--- src/rtl/id_ex_stage.sv ---
// ID/EX pipeline register feeding the EX-stage ALU: captures decoded fields,
// forwards EX/MEM and MEM/WB results onto the operands, and flags load-use hazards.
module id_ex_stage #(
    parameter int LARGURA   = 16,
    parameter int NREG_BITS = 3
) (
    input  logic                 clock,
    input  logic                 reset,
    input  logic                 stall,
    input  logic                 flush,
    input  logic                 in_valido,
    input  logic [NREG_BITS-1:0] in_rs1,
    input  logic [NREG_BITS-1:0] in_rs2,
    input  logic [LARGURA-1:0]   in_dado1,
    input  logic [LARGURA-1:0]   in_dado2,
    input  logic [LARGURA-1:0]   in_imediato,
    input  logic                 in_usa_imediato,
    input  logic [2:0]           in_ALUControl,
    input  logic [NREG_BITS-1:0] in_rd,
    input  logic                 in_escreve_reg,
    input  logic                 in_le_mem,
    input  logic                 in_escreve_mem,
    input  logic [NREG_BITS-1:0] exmem_rd,
    input  logic                 exmem_escreve_reg,
    input  logic [LARGURA-1:0]   exmem_resultado,
    input  logic [NREG_BITS-1:0] memwb_rd,
    input  logic                 memwb_escreve_reg,
    input  logic [LARGURA-1:0]   memwb_dado,
    output logic [LARGURA-1:0]   entrada1,
    output logic [LARGURA-1:0]   entrada2,
    output logic [2:0]           ALUControl,
    output logic [LARGURA-1:0]   dado_store,
    output logic [NREG_BITS-1:0] rd,
    output logic                 escreve_reg,
    output logic                 le_mem,
    output logic                 escreve_mem,
    output logic                 valido,
    output logic                 hazard_carga
);

    logic                 r_valido;
    logic [NREG_BITS-1:0] r_rs1;
    logic [NREG_BITS-1:0] r_rs2;
    logic [LARGURA-1:0]   r_dado1;
    logic [LARGURA-1:0]   r_dado2;
    logic [LARGURA-1:0]   r_imediato;
    logic                 r_usa_imediato;
    logic [2:0]           r_alu;
    logic [NREG_BITS-1:0] r_rd;
    logic                 r_escreve_reg;
    logic                 r_le_mem;
    logic                 r_escreve_mem;

    logic [LARGURA-1:0]   w_fwd1;
    logic [LARGURA-1:0]   w_fwd2;
    logic [LARGURA-1:0]   w_cap1;
    logic [LARGURA-1:0]   w_cap2;

    // EX/MEM wins over MEM/WB because it is the younger producer; r0 is never forwarded.
    function automatic logic [LARGURA-1:0] forward(
        input logic [NREG_BITS-1:0] rs,
        input logic [LARGURA-1:0]   registrado
    );
        if (rs != '0 && exmem_escreve_reg && exmem_rd == rs)
            return exmem_resultado;
        else if (rs != '0 && memwb_escreve_reg && memwb_rd == rs)
            return memwb_dado;
        else
            return registrado;
    endfunction

    // A register-file write in the same cycle as decode is not yet visible in in_dadoX.
    function automatic logic [LARGURA-1:0] capture(
        input logic [NREG_BITS-1:0] rs,
        input logic [LARGURA-1:0]   lido
    );
        if (rs != '0 && memwb_escreve_reg && memwb_rd == rs)
            return memwb_dado;
        else
            return lido;
    endfunction

    assign w_fwd1 = forward(r_rs1, r_dado1);
    assign w_fwd2 = forward(r_rs2, r_dado2);
    assign w_cap1 = capture(in_rs1, in_dado1);
    assign w_cap2 = capture(in_rs2, in_dado2);

    always_ff @(posedge clock or negedge reset) begin
        if (!reset) begin
            r_valido       <= 1'b0;
            r_rs1          <= '0;
            r_rs2          <= '0;
            r_dado1        <= '0;
            r_dado2        <= '0;
            r_imediato     <= '0;
            r_usa_imediato <= 1'b0;
            r_alu          <= '0;
            r_rd           <= '0;
            r_escreve_reg  <= 1'b0;
            r_le_mem       <= 1'b0;
            r_escreve_mem  <= 1'b0;
        end else if (flush) begin
            r_valido       <= 1'b0;
            r_rs1          <= '0;
            r_rs2          <= '0;
            r_dado1        <= '0;
            r_dado2        <= '0;
            r_imediato     <= '0;
            r_usa_imediato <= 1'b0;
            r_alu          <= '0;
            r_rd           <= '0;
            r_escreve_reg  <= 1'b0;
            r_le_mem       <= 1'b0;
            r_escreve_mem  <= 1'b0;
        end else if (stall) begin
            // Latch forwarded values so a producer retiring during the stall is not lost.
            r_dado1 <= w_fwd1;
            r_dado2 <= w_fwd2;
        end else begin
            r_valido       <= in_valido;
            r_rs1          <= in_rs1;
            r_rs2          <= in_rs2;
            r_dado1        <= w_cap1;
            r_dado2        <= w_cap2;
            r_imediato     <= in_imediato;
            r_usa_imediato <= in_usa_imediato;
            r_alu          <= in_ALUControl;
            r_rd           <= in_rd;
            r_escreve_reg  <= in_escreve_reg;
            r_le_mem       <= in_le_mem;
            r_escreve_mem  <= in_escreve_mem;
        end
    end

    assign entrada1    = w_fwd1;
    assign entrada2    = r_usa_imediato ? r_imediato : w_fwd2;
    assign dado_store  = w_fwd2;
    assign ALUControl  = r_alu;
    assign rd          = r_rd;
    assign valido      = r_valido;
    assign escreve_reg = r_valido & r_escreve_reg;
    assign le_mem      = r_valido & r_le_mem;
    assign escreve_mem = r_valido & r_escreve_mem;

    assign hazard_carga = r_valido & r_le_mem & (r_rd != '0) & in_valido &
                          ((r_rd == in_rs1) | (r_rd == in_rs2));

endmodule

--- config.mk ---
export PLATFORM = sky130hd
export DESIGN_NAME = id_ex_stage
export DESIGN_NICKNAME = d
export VERILOG_FILES = /design/src/rtl/id_ex_stage.sv
export SDC_FILE = /design/constraint.sdc
export NUM_CORES = 1
export LEC_CHECK = 0
export BUFFER_PORTS_ARGS = -buffer_cell sky130_fd_sc_hd__buf_2
export CELL_PAD_IN_SITES_DETAIL_PLACEMENT = 1
export CELL_PAD_IN_SITES_GLOBAL_PLACEMENT = 2
export CORE_ASPECT_RATIO = 0.7
export CORE_MARGIN = 1.5
export CORE_UTILIZATION = 30
export CTS_BUF_LIST = sky130_fd_sc_hd__clkbuf_8
export DETAILED_ROUTE_END_ITERATION = 8
export PLACE_DENSITY = 0.92
export SLEW_MARGIN = 20
export SYNTH_ARGS = -nofsm -noshare
export SYNTH_HDL_FRONTEND = slang
export SYNTH_SLANG_ARGS = --single-unit
--- constraint.sdc ---
create_clock -name clock -period 3.2 [get_ports clock]
set_clock_uncertainty 0.2 [all_clocks]
set_input_delay 0.64 -clock clock [delete_from_list [all_inputs] [get_ports clock]]
set_output_delay 0.64 -clock clock [all_outputs]
set_load 0.005 [all_outputs]
# Word level (Yosys, flattened, before mapping)
# Index checks and enable logic that the tools add are counted.
# Widths: inputs -> output; s select.
dict set report totals {
  register_bits 65
  word_cells 76
}
dict set report op_classes {
  n_eq_ne 9
  n_mux 31
  bitwise 7
  n_reduce_logical 17
}
# op n
set op_table {}
lappend op_table {{$mux 16} 13}
lappend op_table {{$eq 3x3->1} 8}
lappend op_table {{$mux 3} 8}
lappend op_table {{$reduce_bool 3->1} 5}
lappend op_table {{$logic_and 1x1->1} 12}
lappend op_table {{$mux 1} 10}
lappend op_table {{$and 1x1->1} 6}
lappend op_table {{$ne 2x1->1 const B} 1}
lappend op_table {{$or 1x1->1} 1}

# Logic depth before layout (Yosys ltp)
# Gate-level depths: netlist of run 1.
dict set report depth {
  depth_word 7
  mapped_depth 8
}

# Least setup slack after synthesis of run 1
# No wires, ideal clock.
dict set report synth_timing {
  path_type {input to output}
  startpoint {input memwb_rd[1]}
  endpoint {output entrada2[14]}
  t_arrival_ns 2.085
  required_time_ns 2.360
  slack_ns 0.275
  stages 7
  n_path_buf 2
  path_cell_list {buf_2 -> xor2_1 -> or3_4 -> buf_6 -> o21ai_2 -> a31oi_1 -> mux2_1}
}
dict set report synth_via {
  elab_chain_len 5
}
# item line
set synth_lines {}
lappend synth_lines {{start: declaration} 26} ;# input logic [NREG_BITS-1:0] memwb_rd,
lappend synth_lines {{$eq 3x3->1} 66} ;# else if (rs != '0 && memwb_escreve_reg && memwb_rd == rs)
lappend synth_lines {{$logic_and 1x1->1} 66}
lappend synth_lines {{$mux 16} 66}
lappend synth_lines {{$mux 16} 64} ;# if (rs != '0 && exmem_escreve_reg && exmem_rd == rs)
lappend synth_lines {{via dado_store[14]} 32} ;# output logic [LARGURA-1:0] dado_store,
lappend synth_lines {{$mux 16} 136} ;# assign entrada2 = r_usa_imediato ? r_imediato : w_fwd2;
lappend synth_lines {{end: declaration} 30} ;# output logic [LARGURA-1:0] entrada2,
# The timed path passes the listed nets, and every way through them passes these cells.

# Worst setup path in the final report of run 1
dict set report layout_timing {
  startpoint {register r_rs2[0]}
  endpoint {output entrada2[1]}
}
dict set report layout_via {
  elab_chain_len 6
  elab_cells_between_ends 10
}
# item line
set layout_lines {}
lappend layout_lines {{start: declaration} 43} ;# logic [NREG_BITS-1:0] r_rs2;
lappend layout_lines {{start signal: assignment} 122} ;# r_rs2 <= in_rs2;
lappend layout_lines {{$reduce_bool 3->1} {64, 66}}
lappend layout_lines {{$logic_and 1x1->1 (2 in a row)} 66}
lappend layout_lines {{$mux 16} 66}
lappend layout_lines {{$mux 16 *} 64}
lappend layout_lines {{$mux 16 *} 136}
# Every way passes the cells marked *; elsewhere a longest branch is shown, timed or not.

==> results of run 1 <==
[timing repair]
| action | CTS | global route |
|---|---|---|
| hold buffers | 0 | 0 |
| buffers inserted | 3 | 11 |
| gates resized for setup | 24 | 25 |
| pin swaps | 8 | 8 |
| endpoints found under the setup margin | 21 | 24 |
| cloned | 0 | 0 |
[cell type report]
| cell class | instances | area, um^2 | area share, % |
|---|---|---|---|
| Multi-Input combinational cell | 369 | 2960 | 47.5 |
| Sequential cell | 65 | 1630 | 26.1 |
| Inverter | 2 | 7.51 | 0.120 |
| Timing Repair Buffer | 213 | 1220 | 19.5 |
| Antenna cell | 1 | 2.50 | 0.0401 |
| Tap cell | 195 | 244 | 3.91 |
| Clock buffer | 11 | 151 | 2.42 |
| Clock inverter | 5 | 30.0 | 0.481 |
[report_power, final]
part / switching (mW) / internal [mW]
combinational: 0.391 / 0.332
sequential: 0.0370 / 0.874
clock: 0.360 / 0.319
total: 0.788 / 1.53
[worst min-delay path by stage]
stage | start | end | slack (ns)
after floorplan | reset | ALUControl[0] | 0.14
after CTS | reset | r_imediato[11] | 0.22
after global placement | r_imediato[1] | r_imediato[1] | 0.30
after global routing | reset | r_imediato[11] | 0.26
final | reset | r_imediato[11] | 0.17
after detailed placement | r_imediato[7] | r_imediato[7] | 0.31
[critical path, stage by stage, from the launching register on]
cell	delay, ns
dfrtp_2	0.45
xor2_1	0.17
or3_4	0.45
buf_12	0.18
o21ai_2	0.17
a31oi_2	0.13
mux2_2	0.27
buf_2	0.12
[cell usage after synthesis, types with 9 or more instances]
master and number:
mux2_2 13, nor3_1 17, o221ai_2 9, a31oi_1 14, clkbuf_1 25, nand4_1 15
and2_1 17, a21oi_1 15, buf_2 10, nand2_1 39, mux2i_1 82, dfrtp_1 65
xnor2_1 9, nor2_1 60, o21ai_2 10, o221ai_1 20
[per-stage QoR]
step                hold slack, ns  total power, mW  TNS (ns)
finish                       0.170             2.31         0
global route                 0.257             2.43    -0.721
CTS                          0.221             2.29   -0.0753
detailed placement           0.312             1.57    -0.210
global placement             0.298             1.55         0
floorplan                    0.144             1.25         0
[routing by layer]
| metal | vias to the layer above | wire [um] | global-route usage (%) |
|---|---|---|---|
| met5 | - | 9 | 0 |
| met4 | 2 | 223 | 6.08 |
| met3 | 17 | 1280 | 6.28 |
| met2 | 178 | 8680 | 38.8 |
| met1 | 2308 | 8060 | 30.5 |
| li1 | 2117 | - | - |
[logic make-up (layout without fill, tap and decap cells)]
kind of cell	after synthesis	in the layout	synth area share, %
XOR/XNOR	18	18	3.67
other	0	1	0
AO/OA/AOI/OAI	90	90	16.9
flip-flops	65	65	36.1
AND/OR/NAND/NOR	165	165	17.2
buffers and inverters	41	231	4.36
multiplexers	96	96	21.7
==> qor.yml, run 1 <==
run_status:
  status: "complete, no violations"
synthesis:
  yosys.area.top_type: "dfrtp_1"
  synth_area_um2: 4510
  synth_area_leaders: "dfrtp_1 36%, mux2i_1 18%, nor2_1 5.0%"
  synth-seq-area-share_pct: 36.1
  synth_top_area_share_pct: 36.1
  avgSynthCellArea_um2: 9.49
  synth_ff_type: "dfrtp_1"
  async_reset_ff_share_pct: 100
  ys_warn_count: 0
  synth_cells: 475
  syn_nets: 584
  ys_types: 47
  synth_enable_flop_cells: 0
  synth_seq_cells: 65
timing:
  clock.fmax_ghz: 0.316
  rsz0062_at_grt: "true"
  setup_viol: 0
  finalWorstSetupSlack_ns: 0.0366
  fin_crit_ns: 3.16
  fin_crit_sh_pct: 98.9
  max_slew_margin_pct: 31.9
  worstMarginPinSlew_ns: 1.02
  hold_viol: 0
  slew_violations: 0
finish:
  layout-drive-gt1-share_pct: 45.7
  finalNetCount: 769
  num-fill-cells: 1715
  mostFrequentLayoutCells: "166 x buf_2, 73 x mux2i_1, 64 x dfrtp_1, 59 x nor2_1, 43 x buf_4"
  final_area_um2: 6240
  final_common_cell: "buf_2"
  final_cells: 861
  syn_to_final_growth_pct: 38.6
  largestRegisters: "r_dado1 (16), r_dado2 (16), r_imediato (16)"
  post-route-util_pct: 42.5
floorplanning:
  coreArea_um2: 14700
  dieArea_um2: 15800
  ios: 168
  start_util_pct: 30.7
  die_h_um: 106
  die_x_um: 149
  rows: 37
placement:
  routabilityCongestion: 0.799
  place_inst: 830
  dpl_worst_slack_ns: -0.0698
  dpl_cell_area_um2: 5670
  port_buffers: 167
  dp_hpwl_um: 13000
clock_tree:
  cts_made_buffers: 9
  cts.reportedPaths.clkPinSlew_ns: 0.07
  cts.sink_count: 65
  clockRootBuffer: "clkbuf_8"
  cts.path.max_buffers: 2
  cts_tree: "yes"
  clock_latency_ns: 0.37
  htree_levels: 3
route:
  vias: 4622
  avgViaCountPerCell: 5.37
  drt_iter0_markers: 266
  drt_wl_total_um: 18300
  wl_per_cell_um: 21.2
  ant_nets: 0
  drtPass1Iterations: 5
  drc_errors: 0
worst_setup_path:
  path_class: "flop to output pin"
  crit_path_end: "entrada2[1]"
  reg2reg_to: "r_dado2[3]"
  endpoint_kind: "output pin"
  cp-startpoint: "r_rs2[0]"
  r2r_cells: 7
  critPathLaunchType: "flop"
  worstPathMaxFanout: 8
  required_ns: 2.36
  r2r-start: "r_rs2[1]"
  cp.arrival_ns: 2.32
  r2r_slack_ns: 0.73
min_path:
  hold_class: "input pin to asynchronous set/reset pin"
global_route:
  overflow: 0
  grt_pass1_wl_um: 28000
  grt_max_degree: 66
  antenna_found_initial: 1
  grtUsageTotal_pct: 23.6
  grt_pass1_vias: 4994
pwr:
  p_leak_nw: 2.92
  peakVddDrop_mv: 0.184
  power.density_nw_per_um2: 370
flow_run:
  timing.max_cap.violations: 0
No activity file was read; power rests on OpenSTA's default activity.
==> inputs of run 2 (changes only) <==
--- a/config.mk
+++ b/config.mk
@@ -5,12 +5,13 @@
 export SDC_FILE = /design/constraint.sdc
 export NUM_CORES = 1
 export LEC_CHECK = 0
+export ABC_AREA = 1
 export BUFFER_PORTS_ARGS = -buffer_cell sky130_fd_sc_hd__buf_2
 export CELL_PAD_IN_SITES_DETAIL_PLACEMENT = 1
 export CELL_PAD_IN_SITES_GLOBAL_PLACEMENT = 2
 export CORE_ASPECT_RATIO = 0.7
 export CORE_MARGIN = 1.5
-export CORE_UTILIZATION = 30
+export CORE_UTILIZATION = 28
 export CTS_BUF_LIST = sky130_fd_sc_hd__clkbuf_8
 export DETAILED_ROUTE_END_ITERATION = 8
 export PLACE_DENSITY = 0.92
==> run 2 against run 1 <==
Sequential cell count did not move. Sequential share of layout area grew 0.32 points. Fmax is 4.6% higher. Core utilization is 6.4 points lower. Final cell count is 24% higher. Clock power rose by 13%. Synthesized cell count is 41% higher.
==> qor.yml, run 2 <==
route:
  ant_nets: 0  # unchanged
  drt_iter0_markers: 320  # was 266
  wl_per_cell_um: 18.2  # was 21.2 um
  vias: 5249  # was 4,622
  avgViaCountPerCell: 4.91  # was 5.37
  drt_wl_total_um: 19400  # was 18,300 um
  drtPass1Iterations: 7  # was 5
  drc_errors: 0  # unchanged
finish:
  mostFrequentLayoutCells: "167 x buf_2, 166 x nand3_1, 152 x nand2_1, 81 x inv_1, 65 x dfrtp_1"  # was 166 x buf_2, 73 x mux2i_1, 64 x dfrtp_1, 59 x nor2_1, 43 x buf_4
  insertedDiodeCount: 0  # was 1
  largestRegisters: "r_dado1 (16), r_dado2 (16), r_imediato (16)"  # unchanged
  syn_to_final_growth_pct: 27.0  # was 38.6%
  layout-drive-gt1-share_pct: 30.5  # was 45.7%
  final_common_cell: "buf_2"  # unchanged
  finalNetCount: 941  # was 769
pwr:
  seq_power_share_pct: 38.7  # was 39.4%
  pwr-share-comb_pct: 28.4  # was 31.2%
  peakVddDrop_mv: 0.198  # was 0.184 mV
  total_power_mw: 2.34  # was 2.31 mW
  power.density_nw_per_um2: 380  # was 370 nW/um^2
  p_leak_nw: 3.51  # was 2.92 nW
  clkPwrFrac_pct: 32.8  # was 29.4%
  p_int_mw: 1.54  # was 1.53 mW
  p_sw_mw: 0.804  # was 0.788 mW
  swShare_pct: 34.3  # was 34.1%
floorplanning:
  die_h_um: 113  # was 106 um
  rows: 40  # was 37
  ios: 168  # unchanged
  die_x_um: 160  # was 149 um
  coreArea_um2: 17100  # was 14,700 um^2
  dieArea_um2: 18100  # was 15,800 um^2
  start_util_pct: 28.4  # was 30.7%
synthesis:
  synth_area_leaders: "dfrtp_1 34%, nand3_1 17%, nand2_1 12%"  # was dfrtp_1 36%, mux2i_1 18%, nor2_1 5.0%
  ys_warn_count: 0  # unchanged
  synth_cells: 671  # was 475
  synth_common_cells: "166 x nand3_1, 152 x nand2_1, 81 x inv_1"  # was 82 x mux2i_1, 65 x dfrtp_1, 60 x nor2_1
  async_reset_ff_share_pct: 100  # unchanged
  synth_seq_cells: 65  # unchanged
  ys_types: 30  # was 47
  yosysMostFrequentCell: "nand3_1"  # was mux2i_1
  syn_nets: 780  # was 584
  yosys.area.top_type: "dfrtp_1"  # unchanged
  synth_enable_flop_cells: 0  # unchanged
  synth-seq-area-share_pct: 33.5  # was 36.1%
  avgSynthCellArea_um2: 7.23  # was 9.49 um^2
  synth_ff_type: "dfrtp_1"  # unchanged
  synth_top_area_share_pct: 33.5  # was 36.1%
  synth_area_um2: 4850  # was 4510 um^2
global_route:
  grt_max_degree: 47  # was 66
  busiest_layer: "met1"  # was met2
  use_met2_pct: 30.8  # was 38.8%
  grt_pass1_wl_um: 30300  # was 28,000 um
  grtUsageTotal_pct: 21.6  # was 23.6%
  use_met1_pct: 33.2  # was 30.5%
  overflow: 0  # unchanged
  grt_pass1_vias: 5206  # was 4,994
  antenna_found_initial: 1  # unchanged
  grtUsageMet3_pct: 4.18  # was 6.28%
worst_setup_path:
  cp_top_family: "simple AND/OR/NAND/NOR gates"  # was flip-flops
  r2r-start: "r_rs2[0]"  # was r_rs2[1]
  r2r_cells: 8  # was 7
  worstPathMaxFanout: 16  # was 8
  critical_path.cell_chain: "inv_2, nand2_1, nand3_1, nor3_4, buf_4, nand3_1, and2_1, buf_2"  # was xor2_1, or3_4, buf_12, o21ai_2, a31oi_2, mux2_2, buf_2
  path_common_cell: "nand3_1"
  r2r_slack_ns: 1.22  # was 0.73 ns
  required_ns: 2.36  # about the same
  endpoint_kind: "output pin"  # unchanged
  critPathLaunchType: "flop"  # unchanged
  worst-path-buf-inv: 3  # was 2
  crit_slowest_cell: "dfrtp_1"  # was dfrtp_2
  path_class: "flop to output pin"  # unchanged
  cp.arrival_ns: 2.18  # was 2.32 ns
  reg2reg_to: "r_dado2[5]"  # was r_dado2[3]
  critPathMaxStageDelay_ns: 0.49  # was 0.45 ns
timing:
  worstMarginPinSlew_ns: 0.539  # was 1.02 ns
  clock.fmax_ghz: 0.331  # was 0.316 GHz
  final.setup.tns_ns: 0  # unchanged
  slew_violations: 0  # unchanged
  fin_crit_sh_pct: 94.5  # was 98.9%
  max_slew_margin_pct: 63.9  # was 31.9%
  fin_crit_ns: 3.02  # was 3.16 ns
  hold_viol: 0  # unchanged
  rsz0062_at_grt: "false"  # was true
  setup_viol: 0  # unchanged
run_status:
  status: "complete, no violations"  # unchanged
placement:
  dp_hpwl_um: 15500  # was 13,000 um
  routabilityCongestion: 0.894  # was 0.799
  port_buffers: 167  # unchanged
clock_tree:
  clock_latency_ns: 0.35  # was 0.37 ns
  cts.reportedPaths.clkPinSlew_ns: 0.08  # was 0.07 ns
  ctsHoldBuffers: 0  # unchanged
  clockRootBuffer: "clkbuf_8"  # unchanged
  cts.path.max_buffers: 2  # unchanged
  cts_made_buffers: 9  # unchanged
  htree_levels: 3  # unchanged
  cts_resized: 0  # was 24
  cts_tree: "yes"  # unchanged
  cts_setup_buffers: 0  # was 3
  cts.sink_count: 65  # unchanged
flow_run:
  timing.max_cap.violations: 0  # unchanged
min_path:
  hold_class: "input pin to asynchronous set/reset pin"  # unchanged
[run 2: cell types whose count changed after synthesis, sizes merged, moves of 15 or more]
cell / before / now
nand3: 3 / 184
nand2: 39 / 164
o221ai: 29 / 0
nand4: 15 / 32
inv: 2 / 89
and2: 17 / 32
nor2: 60 / 8
a22o: 0 / 26
mux2i: 82 / 0
[run 2: logic make-up after synthesis]
| kind of cell | count (synthesis) | synth area share (%) |
|---|---|---|
| and+or+nand+nor | 426 | 46.2 |
| DFF | 65 | 33.5 |
| xor gates and xnor gates | 6 | 1.08 |
| AOI/OAI and AO/OA | 47 | 7.92 |
| buffers and inverters | 127 | 11.3 |
[run 2: worst register-to-register path: stages, from the launching register on]
cell     delay (ns)
dfrtp_1        0.49
inv_2          0.09
nand2_1        0.07
nand3_1        0.17
nor3_4         0.15
buf_4          0.26
nand3_1        0.24
nand3_1        0.15
nand2_1        0.06
[run 2: worst max path at each step]
stage	start	to	cells after the start
final	r_rs2[0]	dado_store[5]	8
after global routing	r_rs2[2]	entrada2[0]	10
after CTS	r_rs2[0]	entrada2[12]	10
after detailed placement	memwb_rd[2]	entrada2[12]	11
after global placement	exmem_rd[1]	dado_store[5]	9
after floorplan	exmem_rd[1]	dado_store[10]	7
[run 2: metal layers]
layer / up-vias / routed length (um)
met5: - / 7
met4: 2 / 231
met3: 19 / 1210
met2: 166 / 7770
met1: 2497 / 10200
li1: 2565 / -
[run 2: power groups by stage]
stage	registers (mW)	logic, mW	clock network (mW)
global placement	0.921	0.659	0
floorplan	0.915	0.368	0
CTS	0.908	0.671	0.796
detailed placement	0.923	0.669	0
global route	0.914	0.740	0.824
finish	0.908	0.666	0.769
[run 2: metrics by stage]
| stage | setup WS (ns) | hold slack (ns) | cells | area (um^2) | utilization (%) |
|---|---|---|---|---|---|
| CTS | 0.180 | 0.0328 | 1068 | 6160 | 36.1 |
| finish | 0.175 | 0.0423 | 1068 | 6160 | 36.1 |
| global route | 0.0208 | 0.0563 | 1068 | 6160 | 36.1 |
| floorplan | 0.848 | 0.144 | 671 | 4850 | - |
| detailed placement | 0.305 | 0.282 | 1052 | 5950 | 34.9 |
| global placement | 0.372 | 0.283 | 1052 | 5950 | 34.9 |
[run 2: area by class of cell]
type | instances | area [um^2]
fillers | 2167 | 10900
multi-input cells | 479 | 2690
flip-flops and latches | 65 | 1630
repair buffers | 185 | 996
inverters | 92 | 345
well taps | 231 | 289
clock buffers | 11 | 151
clock inverters | 5 | 62.6
==> inputs of run 3 (changes only) <==
--- a/config.mk
+++ b/config.mk
@@ -14,6 +14,7 @@
 export CORE_UTILIZATION = 28
 export CTS_BUF_LIST = sky130_fd_sc_hd__clkbuf_8
 export DETAILED_ROUTE_END_ITERATION = 8
+export MAX_ROUTING_LAYER = met4
 export PLACE_DENSITY = 0.92
 export SLEW_MARGIN = 20
 export SYNTH_ARGS = -nofsm -noshare
==> run 3 against run 2 <==
Design area barely moved. Setup slack better by 0.0071 ns. Core utilization barely moved. Fmax increased by 0.24%. Sequential cell count unchanged. Global-route usage increased by 0.67 points. Total power about the same. Register-to-register slack barely moved.
==> qor.yml, run 3 (synthesis gave the netlist of run 2 again) <==
run_status:
  status: "complete, no violations"  # unchanged
timing:
  fin_crit_sh_pct: 94.3  # was 94.5%
  finalWorstSetupSlack_ns: 0.182  # was 0.175 ns
  worstMarginPinSlew_ns: 0.555  # was 0.539 ns
  max_slew_margin_pct: 62.8  # was 63.9%
  final.setup.tns_ns: 0  # unchanged
  setup_viol: 0  # unchanged
  hold_viol: 0  # unchanged
  slew_violations: 0  # unchanged
  clock.fmax_ghz: 0.331  # about the same
  rsz0062_at_grt: "false"  # unchanged
  fin_crit_ns: 3.02  # about the same
finish:
  largestRegisters: "r_dado1 (16), r_dado2 (16), r_imediato (16)"  # unchanged
  layout-drive-gt1-share_pct: 30.5  # unchanged
  syn_to_final_growth_pct: 27.1  # was 27.0%
  finalNetCount: 941  # unchanged
  final_common_cell: "buf_2"  # unchanged
  layout.area.seq_um2: 1630  # unchanged
  multi_input_area_um2: 2690  # unchanged
  final_area_um2: 6170  # was 6160 um^2
  mostFrequentLayoutCells: "167 x buf_2, 166 x nand3_1, 152 x nand2_1, 81 x inv_1, 65 x dfrtp_1"  # unchanged
  final_cells: 1069  # was 1,068
  num-fill-cells: 2167  # unchanged
floorplanning:
  dieArea_um2: 18100  # unchanged
  die_x_um: 160  # unchanged
  start_util_pct: 28.4  # unchanged
  coreArea_um2: 17100  # unchanged
  ios: 168  # unchanged
  die_h_um: 113  # unchanged
  rows: 40  # unchanged
global_route:
  grtUsageTotal_pct: 22.3  # was 21.6%
  overflow: 0  # unchanged
  antenna_found_initial: 1  # unchanged
  grt_pass1_vias: 5215  # was 5,206
  grt_max_degree: 47  # unchanged
  grt_pass1_wl_um: 30200  # was 30,300 um
flow_run:
  timing.max_cap.violations: 0  # unchanged
clock_tree:
  cts.reportedPaths.clkPinSlew_ns: 0.08  # about the same
  cts_made_buffers: 9  # unchanged
  htree_levels: 3  # unchanged
  clock_latency_ns: 0.35  # about the same
  clockRootBuffer: "clkbuf_8"  # unchanged
  cts_tree: "yes"  # unchanged
  cts_resized: 0  # unchanged
  cts_setup_buffers: 0  # unchanged
  ctsHoldBuffers: 0  # unchanged
  cts.path.max_buffers: 2  # unchanged
  cts.sink_count: 65  # unchanged
placement:
  dp_hpwl_um: 15500  # unchanged
  place_inst: 1052  # unchanged
  port_buffers: 167  # unchanged
  routabilityCongestion: 0.909  # was 0.894
  dpl_worst_slack_ns: 0.305  # unchanged
  dpl_cell_area_um2: 5950  # unchanged
worst_setup_path:
  required_ns: 2.36  # about the same
  cp_top_family: "simple AND/OR/NAND/NOR gates"  # unchanged
  worst-path-buf-inv: 3  # unchanged
  critPathMaxStageDelay_ns: 0.49  # about the same
  cp.arrival_ns: 2.18  # about the same
  worstPathMaxFanout: 16  # unchanged
  endpoint_kind: "output pin"  # unchanged
  path_common_cell: "nand3_1"  # unchanged
  critical_path.cell_chain: "inv_2, nand2_1, nand3_1, nor3_4, buf_4, nand3_1, and2_1, buf_2"  # unchanged
  path_class: "flop to output pin"  # unchanged
  crit_slowest_cell: "dfrtp_1"  # unchanged
  critPathLaunchType: "flop"  # unchanged
pwr:
  power.density_nw_per_um2: 380  # about the same
  peakVddDrop_mv: 0.198  # about the same
  p_leak_nw: 3.51  # unchanged
route:
  drt_wl_total_um: 19400  # about the same
  vias: 5215  # was 5,249
  drt_iter0_markers: 337  # was 320
  drc_errors: 0  # unchanged
  drtPass1Iterations: 7  # unchanged
  ant_nets: 0  # unchanged
  avgViaCountPerCell: 4.88  # was 4.91
  wl_per_cell_um: 18.1  # was 18.2 um
min_path:
  hold_class: "input pin to asynchronous set/reset pin"  # unchanged
[run 3: changes by cell type in the layout (fill, tap and decap cells not counted), sizes merged]
cell,delta
diode,+1
[run 3: report_power, final]
group / total, mW / internal [mW] / switching (mW)
Combinational: 0.665 / 0.258 / 0.407
Sequential: 0.908 / 0.874 / 0.0332
Clock: 0.771 / 0.407 / 0.364
Total: 2.34 / 1.54 / 0.804
[run 3: area by class of cell]
| class | instances | share of cell area [%] |
|---|---|---|
| Clock buffer | 11 | 2.46 |
| Clock inverter | 5 | 1.01 |
| Inverter | 92 | 5.60 |
| Timing Repair Buffer | 185 | 16.2 |
| Sequential cell | 65 | 26.4 |
| Multi-Input combinational cell | 479 | 43.7 |
| Antenna cell | 1 | 0.0406 |
| Tap cell | 231 | 4.69 |
[run 3: layer usage]
| metal | wire length, um | up-vias | track usage [%] | part of all wire [%] |
|---|---|---|---|---|
| met5 | 0 | - | - | 0 |
| met4 | 243 | 0 | 4.86 | 1.3 |
| met3 | 1100 | 18 | 3.67 | 5.7 |
| met2 | 7800 | 152 | 30.9 | 40 |
| met1 | 10200 | 2482 | 33.4 | 53 |
| li1 | - | 2563 | - | - |
[run 3: path summary, 6_finish.rpt]
kind                               start       endpoint  slack, ns  depth (start not counted)
setup / recovery                r_rs2[0]  dado_store[5]       0.18                          8
hold reg to reg            ALUControl[1]  ALUControl[1]       0.30                          1
hold / removal                     reset  r_escreve_mem       0.04                          1
max in group asynchronous          reset     r_dado1[4]       2.03                          2
min in group clock         ALUControl[1]  ALUControl[1]       0.30                          1
setup reg to reg                r_rs2[0]     r_dado2[5]       1.22                          8
[run 3: stage by stage]
step / hold slack, ns / utilization (%) / power [mW]
final: 0.0434 / 36.1 / 2.34
after global routing: 0.0564 / 36.1 / 2.48
after CTS: 0.0328 / 36.1 / 2.37
after detailed placement: 0.282 / 34.9 / 1.59
after global placement: 0.283 / 34.9 / 1.58
after floorplan: 0.144 / - / 1.28
